## src/rtl/outmem_arbiter.sv

```systemverilog
// Arbiter/controller for the signed-LI output memory: shares the single
// address/write port between the operator write stream and a feedback reader.
module outmem_arbiter #(
    parameter int unsigned SLOTS = 19,
    parameter int unsigned LI_W  = 9
) (
    input  logic            clk,
    input  logic            reset,
    input  logic            clr_req,
    input  logic            wr_req,
    input  logic [4:0]      wr_slot,
    input  logic [LI_W:0]   wr_data,
    output logic            wr_ack,
    input  logic            rd_req,
    input  logic [4:0]      rd_slot,
    output logic            rd_ack,
    output logic            rd_valid,
    output logic [LI_W:0]   rd_data,
    output logic            mem_wr,
    output logic [4:0]      mem_addr,
    output logic [LI_W:0]   mem_wdata,
    input  logic [LI_W:0]   mem_rdata,
    output logic            busy
);
    localparam int unsigned AW = 5;
    localparam int unsigned DW = LI_W + 1;

    typedef enum logic [1:0] {ST_INIT, ST_RUN, ST_CLEAR} state_t;

    state_t          state, state_nxt;
    logic [AW-1:0]   sc, sc_nxt;
    logic [AW-1:0]   addr_q;
    logic            last, last_nxt;
    logic            rd_v1, rd_z1;
    logic            wr_ok, rd_ok;

    assign wr_ok = wr_slot < AW'(SLOTS);
    assign rd_ok = rd_slot < AW'(SLOTS);

    // Sweep, arbitration and memory-port drive
    always_comb begin
        state_nxt = state;
        sc_nxt    = sc;
        last_nxt  = last;
        wr_ack    = 1'b0;
        rd_ack    = 1'b0;
        mem_wr    = 1'b0;
        mem_addr  = addr_q;
        mem_wdata = '0;
        busy      = 1'b1;
        if (!reset) begin
            mem_addr = '0;
        end else begin
            case (state)
                ST_INIT, ST_CLEAR: begin
                    mem_wr   = 1'b1;
                    mem_addr = sc;
                    if (sc == AW'(SLOTS - 1)) begin
                        sc_nxt    = '0;
                        state_nxt = ST_RUN;
                    end else begin
                        sc_nxt = sc + AW'(1);
                    end
                end
                ST_RUN: begin
                    busy = 1'b0;
                    if (clr_req) begin
                        state_nxt = ST_CLEAR;
                    end else if (wr_req && (!rd_req || !last)) begin
                        wr_ack   = 1'b1;
                        last_nxt = 1'b1;
                        if (wr_ok) begin
                            mem_wr    = 1'b1;
                            mem_addr  = wr_slot;
                            mem_wdata = wr_data;
                        end
                    end else if (rd_req) begin
                        rd_ack   = 1'b1;
                        last_nxt = 1'b0;
                        if (rd_ok) begin
                            mem_addr = rd_slot;
                        end
                    end
                end
                default: state_nxt = ST_INIT;
            endcase
        end
    end

    // State, held address and the two-stage read-return pipeline
    always_ff @(posedge clk) begin
        if (!reset) begin
            state    <= ST_INIT;
            sc       <= '0;
            last     <= 1'b0;
            addr_q   <= '0;
            rd_v1    <= 1'b0;
            rd_z1    <= 1'b0;
            rd_valid <= 1'b0;
            rd_data  <= '0;
        end else begin
            state    <= state_nxt;
            sc       <= sc_nxt;
            last     <= last_nxt;
            addr_q   <= mem_addr;
            rd_v1    <= rd_ack;
            rd_z1    <= rd_ack && !rd_ok;
            rd_valid <= rd_v1;
            rd_data  <= (rd_v1 && !rd_z1) ? mem_rdata : DW'(0);
        end
    end
endmodule
```

## config.mk

```make
export PLATFORM = sky130hd
export DESIGN_NAME = outmem_arbiter
export DESIGN_NICKNAME = d
export VERILOG_FILES = /design/src/rtl/outmem_arbiter.sv
export SDC_FILE = /design/constraint.sdc
export NUM_CORES = 1
export LEC_CHECK = 0
export BUFFER_PORTS_ARGS = -buffer_cell sky130_fd_sc_hd__buf_4
export CAP_MARGIN = 15
export CELL_PAD_IN_SITES_DETAIL_PLACEMENT = 0
export CELL_PAD_IN_SITES_GLOBAL_PLACEMENT = 1
export CORE_AREA = 2 2 68 70
export CTS_CLUSTER_DIAMETER = 150
export CTS_CLUSTER_SIZE = 10
export DETAILED_ROUTE_END_ITERATION = 10
export DIE_AREA = 0 0 70 72
export GPL_ROUTABILITY_DRIVEN = 0
export PLACE_DENSITY = 0.83
export SLEW_MARGIN = 10
export SYNTH_ARGS = -nofsm -noshare
export SYNTH_HDL_FRONTEND = slang
export SYNTH_SLANG_ARGS = --single-unit
export TNS_END_PERCENT = 1
```

## constraint.sdc

```tcl
create_clock -name clk -period 1.6 [get_ports clk]
set_input_delay 0.32 -clock clk [delete_from_list [all_inputs] [get_ports clk]]
set_output_delay 0.32 -clock clk [all_outputs]
set_load 0.03 [all_outputs]
```

==> results.yml <==
logic_synthesis:
  synth.top_cell.area_share_pct: 38.34
  synth_ff_type: "dfxtp_1"
  synth_top_cell_by_area: "dfxtp_1"
  ys_warn_count: 0
  ys_top_cells_by_area: "dfxtp_1 (38%), and2_1 (9.7%), nor2_1 (3.0%), a21oi_1 (2.9%), o21ai_0 (2.9%)"
  yosysUniqueCellTypes: 47
  ys_ff_latch: 26
  syn_inst: 148
  synthArstFlopShare_pct: 0
  syn-num-nets: 185
  ys_seq_area_share_pct: 38.34
  synth-edff-count: 0
  avgSynthCellArea_sq_um: 9.173
  synth_area_sq_um: 1358
power:
  leakage_nw: 1.024
  peakVddDrop_uv: 467.9
  powerDensity_nw_per_um2: 620.9
run_status:
  violations: "negative setup slack"
  outcome: "finished, violations left"
timing:
  setup_slack_ns: -0.3467
  rsz0062_at_grt: "true"
  fin_crit_sh_pct: 121.7
  maxSlewHeadroom_pct: 73.75
  slew_violations: 0
  finalHoldWorstSlack_ns: 0.2467
  setup_violations: 18
  period_needed_ns: 1.947
  hold_violations: 0
  worst_pin_slew_ns: 0.3897
  skew_ns: 0.002504
  max_freq_mhz: 513.7
drt:
  ant_nets: 0
  route.detailed.wl_per_inst_um: 13.72
  via_per_inst: 4.853
  drtPass1Iterations: 4
  wirelength_um: 4021
  drc: 0
  routed-via-count: 1422
  drt_iter0_drc: 22
floorplanning:
  io_pins: 65
  row_count: 24
  start_util_pct: 31.84
  core_sq_um: 4264
  die_h_um: 72
  die_area_sq_um: 5040
  die_w_um: 70
clocking:
  cts_buffers: 3
  cts_max_path_buffers: 2
  cts_tree: "done"
  root_buffer: "clkbuf_8"
  htree_levels: 1
  path_clk_slew_ns: 0.09
  insertion_delay_ns: 0.27
  numClockSinks: 26
worst_setup_path:
  worstSetupPathType: "register to output port"
  ff2ff_path_depth: 5
  max_stage_delay_ns: 0.37
  worstPathArrival_ns: 1.63
  crit_fanout: 5
  startpoint_type: "register"
  r2r_slack_ns: 0.31
  critPathSlowestCell: "dfxtp_4"
  crit_required_ns: 1.28
  crit_chain: "a21boi_4, and3_4, o21ai_1, buf_4, a31oi_4, buf_6"
  r2r_start: "last$_SDFFE_PN0P_"
  r2r-end: "addr_q[3]$_SDFF_PN0_"
  critPathCaptureType: "output port"
cells_and_area:
  drive_gt1_share_pct: 53.94
  fin_nets: 279
  n_antenna_cell: 0
  utilization_pct: 54.72
  syn2layout_area_growth_pct: 71.89
  final_area_sq_um: 2333
min_path:
  min_path_type: "primary input to register"
  hold_end: "rd_data[4]$_SDFF_PN0_"
  hold_path.startpoint: "mem_rdata[4]"
  whs_path_depth: 2
flow_run:
  cap_viol_max_count: 0
placed_design:
  dp_slack_ns: -0.2225
  dp_hpwl_um: 3102
  placed_cell_area_sq_um: 2116
  portBuffers: 64
global_route:
  grt_pass1_vias: 1365
  track_usage_pct: 15.56
  grt_pass1_wl_um: 6410
  grt_max_degree: 16
  antenna_found_initial: 0
  grt-ovfl-total: 0
## cells in the mapped netlist (2+ instances only)
cell,n
nor2_1,11
o21ai_0,8
a21oi_1,8
and2_1,21
a211oi_2,2
inv_1,3
xor2_1,3
buf_6,2
nand4_1,2
nand3b_1,3
and3_2,2
nand2_1,5
buf_2,2
a22o_1,2
a31oi_1,2
o31a_1,2
nand3_1,4
o22ai_1,2
o221a_2,2
nand2b_1,2
dfxtp_1,26
nor3_1,2
ha_1,2
o221ai_1,2
nor2b_1,5
nor4_1,2
## report_power, final
group | total, mW | internal [mW] | switching [mW]
Sequential | 0.665 | 0.655 | 0.00978
Clock | 0.539 | 0.335 | 0.204
Combinational | 0.245 | 0.139 | 0.107
## registers in the layout, indices dropped and copies added (netlist names)
register / cells
addr_q: 5
last: 1
rd_data: 10
rd_v1: 1
rd_valid: 1
rd_z1: 1
sc: 5
state: 2
## routing by layer
metal | GRT usage [%] | vias to the layer above | share of wire, %
met4 | 2.564 | 0 | 0.20
met1 | 19.23 | 635 | 46
met5 | 0 | - | 0
li1 | - | 723 | -
met3 | 4.028 | 2 | 8.0
met2 | 27.83 | 62 | 46
## final cells by class
type,count,area (sq um)
Clock buffer,3,41.29
Clock inverter,1,30.03
Fill cell,405,1931
Inverter,3,11.26
Multi-Input combinational cell,114,882.1
Sequential cell,26,525.5
Tap cell,52,65.06
Timing Repair Buffer,94,778.2
## worst max-delay path by stage
stage	from	to	slack, ns	cells after the start
floorplan	reset	rd_ack	-0.17	4
finish	last$_SDFFE_PN0P_	mem_addr[3]	-0.35	6
global placement	wr_slot[0]	mem_addr[2]	-0.23	7
global route	state[0]$_SDFFE_PN0P_	mem_wdata[2]	-0.44	5
CTS	last$_SDFFE_PN0P_	mem_wdata[3]	-0.38	6
detailed placement	wr_slot[0]	mem_addr[2]	-0.22	7
## logic make-up after synthesis
family / count (synthesis) / share of synthesized area (%)
adders and majority gates: 2 / 1.843
buffers and inverters: 9 / 3.870
DFF: 26 / 38.34
and+or+nand+nor: 66 / 29.31
AOI/OAI and AO/OA: 40 / 23.32
muxes: 1 / 0.7374
xor gates and xnor gates: 4 / 2.581
## through the flow
step	total power [mW]	TNS, ns	instances
2_1_floorplan	0.7763	-1.544	148
3_3_place_gp	0.9098	-2.596	287
3_5_place_dp	0.9106	-2.775	287
4_1_cts	1.461	-6.296	293
5_1_grt	1.518	-7.240	293
6_report	1.449	-5.410	293
## critical path: cells and delay by family, from the launching register on
kind / cells / cell delay, ns
buffers and inverters: 2 / 0.32
and+or+nand+nor: 1 / 0.21
AOI/OAI and AO/OA: 3 / 0.47
DFF: 1 / 0.37
## cells in the final DEF, fill, tap and decap left out, types with 2 or more instances in the layout
cell type and instances:
a21oi_2 3, o31a_1 2, a211oi_2 2, xor2_1 3, inv_1 3, nor2_1 11
o22ai_1 2, nand2b_2 2, a21oi_1 5, nand4_1 2, dfxtp_1 24, o21ai_0 7
nand2_1 5, buf_4 77, a22o_1 2, clkbuf_8 3, nand3b_1 3, o221a_2 2
nor2b_1 4, o221ai_2 2, nand3_1 4, nor2_4 2, buf_6 16, ha_1 2
and2_1 17, nor3_1 2, and2_4 4
## timing repair
action,4_1_cts,5_1_grt
endpoints found under the setup margin,19,19
buffers inserted,1,0
hold buffers,0,0
cloned,1,0
resized for setup,17,17
pin swaps,5,10
No activity file was read; power rests on OpenSTA's default activity.
